[src/rtl/uart_pkg.sv]
// Shared UART definitions: data width and receiver state encoding.
// Imported by the receiver and the transmitter so both agree on frame width.
package uart_pkg;

  localparam int unsigned UART_DATA_W = 8;

  typedef enum logic [1:0] {
    S_IDLE,
    S_START,
    S_DATA,
    S_STOP
  } rx_state_t;

endpackage : uart_pkg

[src/rtl/uart_sync2.sv]
// Two-flop synchronizer for a single asynchronous input.
// The reset value is a parameter so idle-high and idle-low inputs can both reuse it.
module uart_sync2 #(
  parameter logic RESET_VAL = 1'b1
) (
  input  logic clk,
  input  logic rstn,
  input  logic d,
  output logic q
);

  logic meta_q;
  logic sync_q;

  // NOTE: sequential state is written with non-blocking assignments so every
  // flop samples the pre-edge value of its source, independent of statement order.
  always_ff @(posedge clk or negedge rstn) begin
    if (!rstn) begin
      meta_q <= RESET_VAL;
      sync_q <= RESET_VAL;
    end else begin
      meta_q <= d;
      sync_q <= meta_q;
    end
  end

  assign q = sync_q;

endmodule : uart_sync2

[src/rtl/uart_rx.sv]
// 8N1 UART receiver: start-edge detection, mid-bit sampling, stop-bit check,
// and a one-entry valid/ready holding register towards core logic.
module uart_rx
  import uart_pkg::*;
#(
  parameter int unsigned CLK_PER_HALF_BIT = 868
) (
  input  logic                   clk,
  input  logic                   rstn,
  input  logic                   UART_RX,
  output logic [UART_DATA_W-1:0] rdata,
  output logic                   rdata_valid,
  input  logic                   rdata_ready,
  output logic                   ferr,
  output logic                   overrun
);

  localparam logic [31:0] E_HALF = 32'(CLK_PER_HALF_BIT - 1);
  localparam logic [31:0] E_BIT  = 32'(2 * CLK_PER_HALF_BIT - 1);

  logic rx_s;

  rx_state_t              state_q, state_d;
  logic [31:0]            ctr_q, ctr_d;
  logic [2:0]             idx_q, idx_d;
  logic [UART_DATA_W-1:0] shreg_q, shreg_d;
  logic [UART_DATA_W-1:0] rdata_q, rdata_d;
  logic                   valid_q, valid_d;
  logic                   ferr_q, ferr_d;
  logic                   overrun_q, overrun_d;
  logic                   stop_hit;

  uart_sync2 #(.RESET_VAL(1'b1)) u_sync (
    .clk  (clk),
    .rstn (rstn),
    .d    (UART_RX),
    .q    (rx_s)
  );

  always_ff @(posedge clk or negedge rstn) begin
    if (!rstn) begin
      state_q   <= S_IDLE;
      ctr_q     <= '0;
      idx_q     <= '0;
      shreg_q   <= '0;
      rdata_q   <= '0;
      valid_q   <= 1'b0;
      ferr_q    <= 1'b0;
      overrun_q <= 1'b0;
    end else begin
      state_q   <= state_d;
      ctr_q     <= ctr_d;
      idx_q     <= idx_d;
      shreg_q   <= shreg_d;
      rdata_q   <= rdata_d;
      valid_q   <= valid_d;
      ferr_q    <= ferr_d;
      overrun_q <= overrun_d;
    end
  end

  // Next state, bit timing and shift register.
  always_comb begin
    // NOTE: every signal assigned here gets a default first, so no path
    // leaves it unassigned and no latch is inferred.
    state_d  = state_q;
    ctr_d    = ctr_q;
    idx_d    = idx_q;
    shreg_d  = shreg_q;
    stop_hit = 1'b0;
    unique case (state_q)
      S_IDLE: begin
        ctr_d = '0;
        if (!rx_s) state_d = S_START;
      end
      S_START: begin
        if (ctr_q == E_HALF) begin
          ctr_d   = '0;
          idx_d   = '0;
          // Line back high at start-bit centre means a glitch, not a frame.
          state_d = rx_s ? S_IDLE : S_DATA;
        end else begin
          ctr_d = ctr_q + 32'd1;
        end
      end
      S_DATA: begin
        if (ctr_q == E_BIT) begin
          ctr_d   = '0;
          shreg_d = {rx_s, shreg_q[UART_DATA_W-1:1]};
          idx_d   = idx_q + 3'd1;
          if (idx_q == 3'd7) state_d = S_STOP;
        end else begin
          ctr_d = ctr_q + 32'd1;
        end
      end
      S_STOP: begin
        // Leaving at the stop-bit centre tolerates a short stop bit from the sender.
        if (ctr_q == E_BIT) begin
          ctr_d    = '0;
          stop_hit = 1'b1;
          state_d  = S_IDLE;
        end else begin
          ctr_d = ctr_q + 32'd1;
        end
      end
      default: state_d = S_IDLE;
    endcase
  end

  // Holding register and status pulses.
  always_comb begin
    rdata_d   = rdata_q;
    valid_d   = valid_q;
    ferr_d    = stop_hit & ~rx_s;
    overrun_d = 1'b0;
    if (valid_q && rdata_ready) valid_d = 1'b0;
    if (stop_hit && rx_s) begin
      if (!valid_q || rdata_ready) begin
        rdata_d = shreg_q;
        valid_d = 1'b1;
      end else begin
        overrun_d = 1'b1;
      end
    end
  end

  assign rdata       = rdata_q;
  assign rdata_valid = valid_q;
  assign ferr        = ferr_q;
  assign overrun     = overrun_q;

endmodule : uart_rx
[config.mk]
export PLATFORM = sky130hd
export DESIGN_NAME = uart_rx
export DESIGN_NICKNAME = d
export VERILOG_FILES = /design/src/rtl/uart_pkg.sv /design/src/rtl/uart_sync2.sv /design/src/rtl/uart_rx.sv
export SDC_FILE = /design/constraint.sdc
export NUM_CORES = 1
export LEC_CHECK = 0
export ABC_AREA = 1
export CAP_MARGIN = 15
export CORE_MARGIN = 2
export CORE_UTILIZATION = 55
export CTS_CLUSTER_DIAMETER = 50
export DETAILED_ROUTE_END_ITERATION = 8
export PLACE_DENSITY = 0.82
export REMOVE_ABC_BUFFERS = 1
export SYNTH_ARGS = -nofsm -noshare
export SYNTH_HDL_FRONTEND = slang
export SYNTH_SLANG_ARGS = --single-unit
[constraint.sdc]
create_clock -name clk -period 2.07 [get_ports clk]
set_input_delay 0.621 -clock clk [delete_from_list [all_inputs] [get_ports clk]]
set_output_delay 0.621 -clock clk [all_outputs]
set_load 0.03 [all_outputs]
Word level (Yosys, flattened, before mapping)
Cells that the tools add are included.
{ "classes": {"n_addsub": 2, "mul": 0, "n_div": 0, "n_lt_le_gt_ge": 0, "eq_ne": 11, "shift": 0, "n_mux": 20, "n_bitwise": 2, "reduce_logical": 11} }
{ "op_table": {"columns": ["operator", "n"], "rows": [
  ["$pmux W32 S3", 1],
  ["$mux W32", 2],
  ["$add A32 B1 Y32 const B", 1],
  ["$eq A32 B10 Y1 const B", 1],
  ["$eq A32 B11 Y1 const B", 1],
  ["$mux W2", 6],
  ["$ne A2 B2 Y1 const B", 5],
  ["$pmux W2 S4", 1],
  ["$mux W1", 7],
  ["$mux W3", 2],
  ["$pmux W3 S2", 1],
  ["$reduce_and A5 Y1", 1],
  ["$eq A2 B2 Y1 const B", 2],
  ["$reduce_and A2 Y1", 2],
  ["$add A3 B1 Y3 const B", 1],
  ["$eq A3 B3 Y1 const B", 1],
  ["$reduce_and A3 Y1", 1],
  ["$eq A2 B1 Y1 const B", 1],
  ["$logic_and A1 B1 Y1", 2],
  ["$logic_not A2 Y1", 1],
  ["$reduce_bool A2 Y1", 1],
  ["$reduce_or A2 Y1", 1],
  ["$and A1 B1 Y1", 1],
  ["$logic_not A1 Y1", 1],
  ["other kinds (2)", 2]
]} }
{ "totals": {"regBits": 58, "latchBits": 0, "ram_bits": 0, "rom_bits": 0, "input_bits": 4, "memories": 0} }

Logic depth before layout (Yosys ltp)
Gate-level depths: netlist (run 1).
{ "depth": {"depth_word": 5, "ltp_mapped": 12, "ltp_nobuf": 11} }

By module
A second synthesis (run 1) with hierarchy kept.
{ "hier_totals": {"hier_cells": 398, "hier_area_um2": 3078.0} }
{ "by_module_without_submodules": {"columns": ["mod", "instances", "cells_each", "area_each_um2"], "rows": [
  ["uart_rx", 1, 396, 3025.4],
  ["uart_sync2", 1, 2, 52.6]
]} }

Least setup slack after synthesis (run 1)
OpenSTA, ideal clock, no wires.
{ "synth_timing": {"kind": "reg2reg", "start": "register ctr_q[0]", "end": "register ctr_q[30]", "arrival_ps": 1436, "required_time_ps": 1948, "slack_ps": 512, "path_stages_with_launch": 10, "n_path_buf": 0, "path_cell_list": "dfrtp_1 -> ha_1 -> nand2_1 -> nor2_4 -> nand3_2 -> nor2_4 -> nand2_4 -> nor2_4 -> nand4_1 -> nor3b_1"} }
{ "synth_via": {"elab_chain_len": 3, "elab_cells_between_ends": 6, "cone_classes": "1 x add/sub; 2 x eq/ne; 3 x mux"} }
{ "synth_lines": {"columns": ["item", "line", "rtl"], "rows": [
  ["from (decl)", "uart_rx.sv:24", "logic [31:0] ctr_q, ctr_d;"],
  ["from (signal assigned)", "uart_rx.sv:52", "ctr_q <= ctr_d;"],
  ["$add A32 B1 Y32, or another cell as far along", "uart_rx.sv:83, uart_rx.sv:93, uart_rx.sv:103", null],
  ["$mux W32, on equally long branches", "uart_rx.sv:87, uart_rx.sv:98, uart_rx.sv:77", null],
  ["$pmux W32 S3 (*)", "uart_rx.sv:71", "unique case (state_q)"],
  ["net ctr_d[30]", "uart_rx.sv:24", null]
]} }
The timed path passes the listed nets; every way through them passes the cells marked *.
A chain may end at the register's enable or synchronous reset.

Final worst setup path (run 1)
{ "layout_timing": {"start": "register rdata_q[3], in the netlist rdata[3]", "end": "output port rdata[3]"} }
{ "layout_rtl": {"columns": ["item", "line", "rtl"], "rows": [
  ["from (decl)", "uart_rx.sv:27", "logic [UART_DATA_W-1:0] rdata_q, rdata_d;"],
  ["from (signal assigned)", "uart_rx.sv:55", "rdata_q <= rdata_d;"],
  ["to (decl)", "uart_rx.sv:11", "output logic [UART_DATA_W-1:0] rdata,"]
]} }
No word-level cell between the ends.

==> results.md, run 1 <==
Detailed routing
* **post-DR vias/cell** 5.262
* **antenna viol nets, final** 0
* **Detail Route met2 WL** 3247 um
* **metal3 WL** 336 um
* **Total Wirelength** 6936 um
* **average detailed-routed wire length per instance** 13.76 um
* **number of design rule violations left after detail routing** 0
* **number of detailed-route iterations in the first pass** 5
* **detailed router's first-iteration violation count** 176
* **Metal-1 WL** 3229 um
* **highest routed metal layer** met4
* **Via Count** 2652

Worst setup path
* **maximum fanout along the worst path** 2
* **critical path data required time** 1.45 ns
* **standard cell with the maximum stage delay on the critical path** sky130_fd_sc_hd__clkdlybuf4s50_1
* **reg-to-reg critical path endpoint** ctr_q[28]
* **nature of the critical path endpoint** output port
* **number of cells traversed by the worst register-to-register path** 10
* **startpoint of the worst register-to-register path** ctr_q[0]
* **r2r setup slk** 0.23 ns
* **buffers and inverters on the worst path** 1
* **stage delay of the slowest cell on the critical path** 0.70 ns
* **Crit path max-delay family** buffers and inverters
* **sequence of cells on the critical path** clkdlybuf4s50_1
* **data arrival time at the worst-slack endpoint** 1.40 ns
* **critical path start-end classification** reg2out
* **launching element type of the critical path** flip-flop

Timing
* **setup TNS** 0 ns
* **skew final** 0.005391 ns
* **upper clock frequency limit** 0.4945 GHz
* **Final Hold Violating Endpoints** 0
* **relative slew slack** 75.86%
* **endpoints failing setup** 0
* **unrepaired setup endpoints after global routing** no
* **Final period util** 97.70%
* **slew of the pin with the lowest slew margin** 0.3588 ns
* **post-layout minimum cycle time** 2.022 ns
* **Slew Viols, Final** 0

CTS
* **clock sinks** 58
* **clock root buffer master** sky130_fd_sc_hd__clkbuf_8
* **clock tree from TritonCTS** done
* **clock-pin slew on the worst setup and hold paths** 0.06 ns
* **hold-fix buffers at CTS** 0
* **number of buffers inserted by post-CTS setup repair** 0
* **CTS resizes** 0
* **Worst-Skew Late Latency** 0.34 ns
* **maximum root-to-sink buffer count** 2
* **number of buffers inserted during clock tree synthesis** 9
* **total number of H-tree levels** 3

Floorplan
* **width of the die** 80.51 um
* **chip height** 80.51 um
* **CORE AREA** 5574 um^2
* **die outline area** 6481 um^2
* **standard-cell row count** 27
* **initial core utilization** 57.76%
* **total I/O pin count** 15

Logic synthesis
* **Yosys top cell area share** 43.53%
* **yosys synthesis warning count** 0
* **EDFF count, synth** 0
* **sequential-to-total area share from yosys stat** 45.16%
* **most area-hungry cell type in the Yosys netlist** sky130_fd_sc_hd__dfrtp_1
* **Post-Syn Instances** 404
* **synthesized cell area** 3219 um^2
* **Distinct cells, synth** 37
* **syn avg cell area** 7.969 um^2
* **most area-consuming cells after synthesis** sky130_fd_sc_hd__dfrtp_1 (44%), sky130_fd_sc_hd__nand2_1 (12%), sky130_fd_sc_hd__nor2_1 (7.9%), sky130_fd_sc_hd__inv_1 (4.0%), sky130_fd_sc_hd__nor3_2 (3.7%)
* **dominant synthesized flop cell** sky130_fd_sc_hd__dfrtp_1
* **async set-reset flop share out of synthesis** 100.0%
* **register bit count reported by yosys** 58

GRT
* **number of global-route vias before repair** 2570
* **All-Layer GR Usage** 23.96%
* **initial antenna violation count** 0
* **global-route wire length before repair** 11740 um
* **total congestion overflow after global routing** 0
* **pin count of the biggest net entering global routing** 59

Run status
* **result of the run** finished, final reports clean

Placed design
* **RD Place Congestion** 0.9573
* **PortBufs** 14
* **dpl hpwl** 5227 um

Job
* **Max-cap violations** 0

Power and ir drop
* **worst-case vdd ir drop** 540.9 uV
* **power per standard cell area** 636.1 nW/um^2
* **Leak Pwr** 1.599 nW
* **Design Power** 0.002324 W

Min path
* **worst min-delay path category** in2async

Layout
* **net total in the final layout** 434
* **# diodes** 0
* **fill cell count** 475
* **final core utilization** 65.54%
* **Area growth syn-to-layout** 13.49%
* **share of final-layout standard cells stronger than drive strength 1** 15.74%

==> where the power goes <==
part	switching [W]	internal [W]	total [W]
sequential	0.00000168	0.00114	0.00114
combinational	0.0000225	0.00000811	0.0000306
clock	0.000444	0.000711	0.00115
total	0.000468	0.00186	0.00232
==> cells by family (layout without fill, tap and decap cells) <==
kind of cell	after synthesis	in the layout	share of synthesized area, %
simple gates	246	246	37.51
flops	58	58	45.16
buf+inv	48	76	6.568
compound gates	42	42	7.695
xor+xnor	7	7	1.904
fa+ha+maj	3	3	1.166
==> flip-flops by register name, summed over array words and instances, names as in the netlist, named ones only <==
signal / count
ctr_q: 32
ferr: 1
idx_q: 3
overrun: 1
rdata: 8
rdata_valid: 1
shreg_q: 8
state_q: 1
u_sync.meta_q: 1
u_sync.q: 1
==> cell usage after synthesis, types with 3 or more instances <==
library cell,number
sky130_fd_sc_hd__buf_6,3
sky130_fd_sc_hd__inv_1,34
sky130_fd_sc_hd__o21ai_1,12
sky130_fd_sc_hd__a21oi_1,14
sky130_fd_sc_hd__ha_1,3
sky130_fd_sc_hd__nor3_1,12
sky130_fd_sc_hd__nand3_1,11
sky130_fd_sc_hd__nor2_2,6
sky130_fd_sc_hd__nand2_2,4
sky130_fd_sc_hd__nor2_1,68
sky130_fd_sc_hd__xnor2_1,3
sky130_fd_sc_hd__o21ai_0,7
sky130_fd_sc_hd__nand2_1,102
sky130_fd_sc_hd__inv_2,8
sky130_fd_sc_hd__nand4_1,10
sky130_fd_sc_hd__xor2_1,4
sky130_fd_sc_hd__nor3_2,12
sky130_fd_sc_hd__dfrtp_1,56
sky130_fd_sc_hd__nor2_4,9
==> metrics by stage <==
step	hold WS, ns	worst slack, ns	cell area [um^2]	cells
2_1_floorplan	0.3254	0.3053	3166	398
3_3_place_gp	0.3464	0.2648	3433	488
3_5_place_dp	0.3492	0.2485	3433	488
4_1_cts	0.2801	0.04205	3654	504
5_1_grt	0.3060	0.01740	3654	504
6_report	0.2692	0.04758	3654	504
==> worst max-delay path by stage <==
stage | start | endpoint | slack [ns] | cells after the start
2_1_floorplan | ctr_q[0] | ctr_q[12] | 0.31 | 9
3_3_place_gp | ctr_q[0] | ctr_q[28] | 0.26 | 10
3_5_place_dp | ctr_q[0] | ctr_q[28] | 0.25 | 10
4_1_cts | rdata[3] | rdata[3] | 0.04 | 1
5_1_grt | rdata[3] | rdata[3] | 0.02 | 1
6_report | rdata[3] | rdata[3] | 0.05 | 1
==> cell type report <==
class / count / area, um^2 / area share (%)
flip-flops and latches: 58 / 1454 / 39.79
clock buffers: 12 / 145.1 / 3.973
clock inverters: 4 / 75.07 / 2.055
inverters: 42 / 157.7 / 4.315
multi-input cells: 298 / 1554 / 42.53
repair buffers: 18 / 177.7 / 4.863
well taps: 72 / 90.09 / 2.466
==> layout by cell type (no fill, tap or decap), types with 3 or more instances in the layout <==
master	instances
sky130_fd_sc_hd__clkdlybuf4s50_1	13
sky130_fd_sc_hd__nand2_2	4
sky130_fd_sc_hd__nand4_1	10
sky130_fd_sc_hd__o21ai_0	7
sky130_fd_sc_hd__inv_1	34
sky130_fd_sc_hd__o21ai_1	12
sky130_fd_sc_hd__clkbuf_8	10
sky130_fd_sc_hd__a21oi_1	14
sky130_fd_sc_hd__xnor2_1	3
sky130_fd_sc_hd__nor2_1	68
sky130_fd_sc_hd__xor2_1	4
sky130_fd_sc_hd__nor3_1	12
sky130_fd_sc_hd__dfrtp_1	56
sky130_fd_sc_hd__nand2_1	102
sky130_fd_sc_hd__nor3_2	12
sky130_fd_sc_hd__nor2_4	9
sky130_fd_sc_hd__buf_4	3
sky130_fd_sc_hd__nand3_1	11
sky130_fd_sc_hd__nor2_2	6
sky130_fd_sc_hd__inv_2	8
sky130_fd_sc_hd__ha_1	3
==> layer usage <==
layer  global-route usage (%)  vias up
met4                    10.51        0
met2                    37.00       63
met3                    5.281       14
met5                        0        -
li1                         -     1345
met1                    32.36     1230
Power figures use the tool's default switching activity.
==> run 2, diff against run 1 <==
--- a/config.mk
+++ b/config.mk
@@ -6,7 +6,7 @@
 export NUM_CORES = 1
 export LEC_CHECK = 0
 export ABC_AREA = 1
-export CAP_MARGIN = 15
+export CAP_MARGIN = 20
 export CORE_MARGIN = 2
 export CORE_UTILIZATION = 55
 export CTS_CLUSTER_DIAMETER = 50
==> results of run 2 <==
Same layout as run 1: the final DEF is identical, and so are final timing and power.
==> run 3, diff against run 2 <==
--- a/config.mk
+++ b/config.mk
@@ -11,6 +11,7 @@
 export CORE_UTILIZATION = 55
 export CTS_CLUSTER_DIAMETER = 50
 export DETAILED_ROUTE_END_ITERATION = 8
+export GPL_ROUTABILITY_DRIVEN = 0
 export PLACE_DENSITY = 0.82
 export REMOVE_ABC_BUFFERS = 1
 export SYNTH_ARGS = -nofsm -noshare
==> results.md, run 3 (synthesis results as in run 1) <==
Run status
* **result of the run** finished, final reports clean, unchanged

Detailed routing
* **number of detailed-route iterations in the first pass** 7, was 5
* **antenna viol nets, final** 0, unchanged
* **post-DR vias/cell** 5.391, was 5.262
* **detailed router's first-iteration violation count** 204, was 176
* **Total Wirelength** 7153 um, was 6936 um
* **number of design rule violations left after detail routing** 0, unchanged
* **Via Count** 2733, was 2652
* **average detailed-routed wire length per instance** 14.11 um, was 13.76 um

Min path
* **worst min-delay path category** in2async, unchanged

Placed design
* **PortBufs** 14, unchanged
* **placement-stage cell area** 3448 um^2, was 3433 um^2
* **total placed cells including tap cells** 490, was 488
* **dpl hpwl** 5235 um, was 5227 um

Worst setup path
* **number of cells traversed by the worst register-to-register path** 10, unchanged
* **launching element type of the critical path** flip-flop, unchanged
* **maximum fanout along the worst path** 2, unchanged
* **startpoint of the worst register-to-register path** ctr_q[0], unchanged
* **reg-to-reg critical path endpoint** ctr_q[12], was ctr_q[28]
* **r2r setup slk** 0.17 ns, was 0.23 ns
* **critical path data required time** 1.45 ns, about the same
* **standard cell with the maximum stage delay on the critical path** sky130_fd_sc_hd__clkdlybuf4s50_1, unchanged
* **critical path start-end classification** reg2out, unchanged
* **sequence of cells on the critical path** clkdlybuf4s50_1, unchanged
* **data arrival time at the worst-slack endpoint** 1.38 ns, was 1.40 ns
* **buffers and inverters on the worst path** 1, unchanged
* **Crit path max-delay family** buffers and inverters, unchanged
* **nature of the critical path endpoint** output port, unchanged
* **stage delay of the slowest cell on the critical path** 0.68 ns, was 0.70 ns

Layout
* **Final Instance Count excl. Fillers** 507, was 504
* **net total in the final layout** 437, was 434
* **area taken by flip-flops and latches** 1454 um^2, unchanged
* **leading cell type in the layout, fill and taps excluded** sky130_fd_sc_hd__nand2_1, unchanged
* **fill cell count** 446, was 475
* **share of final-layout standard cells stronger than drive strength 1** 16.78%, was 15.74%
* **highest-count cells in the layout ignoring fill and taps** sky130_fd_sc_hd__nand2_1 (102), sky130_fd_sc_hd__nor2_1 (68), sky130_fd_sc_hd__dfrtp_1 (56), unchanged
* **Area growth syn-to-layout** 12.98%, was 13.49%
* **Top reg by flops** ctr_q, unchanged
* **final core utilization** 65.25%, was 65.54%
* **# diodes** 0, unchanged
* **total area of multi-input combinational cells** 1554 um^2, unchanged
* **design area** 3637 um^2, was 3654 um^2
* **Largest register FFs** 32, unchanged

Power and ir drop
* **power per standard cell area** 581.9 nW/um^2, was 636.1 nW/um^2
* **Leak Pwr** 1.616 nW, was 1.599 nW
* **worst-case vdd ir drop** 452.5 uV, was 540.9 uV

Floorplan
* **chip height** 80.51 um, unchanged
* **standard-cell row count** 27, unchanged
* **die outline area** 6481 um^2, unchanged
* **total I/O pin count** 15, unchanged
* **CORE AREA** 5574 um^2, unchanged
* **width of the die** 80.51 um, unchanged
* **initial core utilization** 57.76%, unchanged

Timing
* **Final period util** 96.59%, was 97.70%
* **endpoints failing setup** 0, unchanged
* **setup TNS** 0 ns, unchanged
* **Slew Viols, Final** 0, unchanged
* **relative slew slack** 72.79%, was 75.86%
* **skew final** 0.009294 ns, was 0.005391 ns
* **slew of the pin with the lowest slew margin** 0.4067 ns, was 0.3588 ns
* **Worst Hold Margin** 0.2525 ns, was 0.2692 ns
* **unrepaired setup endpoints after global routing** yes, was no
* **upper clock frequency limit** 0.5001 GHz, was 0.4945 GHz
* **Final Hold Violating Endpoints** 0, unchanged
* **post-layout minimum cycle time** 1.999 ns, was 2.022 ns

Job
* **Max-cap violations** 0, unchanged

CTS
* **total number of H-tree levels** 3, unchanged
* **Worst-Skew Late Latency** 0.35 ns, was 0.34 ns
* **number of buffers inserted during clock tree synthesis** 9, unchanged
* **maximum root-to-sink buffer count** 2, unchanged
* **clock-pin slew on the worst setup and hold paths** 0.07 ns, was 0.06 ns
* **clock root buffer master** sky130_fd_sc_hd__clkbuf_8, unchanged
* **clock tree from TritonCTS** done, unchanged
* **clock sinks** 58, unchanged
* **hold-fix buffers at CTS** 0, unchanged

GRT
* **initial antenna violation count** 0, unchanged
* **total congestion overflow after global routing** 0, unchanged
* **global-route wire length before repair** 12060 um, was 11740 um
* **pin count of the biggest net entering global routing** 59, unchanged
* **All-Layer GR Usage** 24.89%, was 23.96%
* **number of global-route vias before repair** 2663, was 2570

run 3: cell types whose count changed in the layout (fill, tap and decap cells not counted), sizes merged:
cell and change:
buf +3, clkbuf -2, clkinvlp +1, dlymetal6s2s +1, clkinv +2, bufinv -2
inv +1, clkdlybuf4s50 -1
run 3: timing repair:
item,4_1_cts,5_1_grt
endpoints found under the setup margin,0,2
endpoints found under the hold margin,0,0
buffers inserted,0,1
gates resized for setup,0,1
run 3: report_power, final:
part           leakage (nW)  switching [W]   total, W  internal [W]
Sequential            0.789     0.00000151    0.00114       0.00114
Combinational         0.743      0.0000227  0.0000308    0.00000812
Clock                0.0847       0.000482   0.000947      0.000465
Total                  1.62       0.000506    0.00212       0.00161
run 3: metrics by stage:
| step | worst slack [ns] | power [W] |
|---|---|---|
| 2_1_floorplan | 0.3053 | 0.001160 |
| 3_3_place_gp | 0.2711 | 0.001192 |
| 3_5_place_dp | 0.2007 | 0.001193 |
| 4_1_cts | 0.005718 | 0.002135 |
| 5_1_grt | -0.003813 | 0.002199 |
| 6_report | 0.07058 | 0.002116 |
run 3: final cells by class:
| cell class | instances | share of cell area (%) |
|---|---|---|
| timing repair buffer | 21 | 5.573 |
| inverter | 42 | 4.334 |
| clock inverter | 6 | 1.135 |
| tap | 72 | 2.477 |
| sequential | 58 | 39.97 |
| clock buffer | 10 | 3.784 |
| multi-input combinational | 298 | 42.72 |
run 3: metal layers:
layer | wire [um] | global-route usage, %
met1 | 3193 | 32.32
met2 | 3358 | 37.92
met3 | 379 | 7.640
met4 | 222 | 11.69
met5 | 0 | 0
run 3: how the worst max path moves through the flow:
stage,start,endpoint,cells after the start
4_1_cts,rdata[3],rdata[3],1
3_3_place_gp,ctr_q[0],ctr_q[12],10
5_1_grt,ctr_q[0],ctr_q[24],9
2_1_floorplan,ctr_q[0],ctr_q[12],9
3_5_place_dp,ctr_q[0],ctr_q[24],9
6_report,rdata[1],rdata[1],1
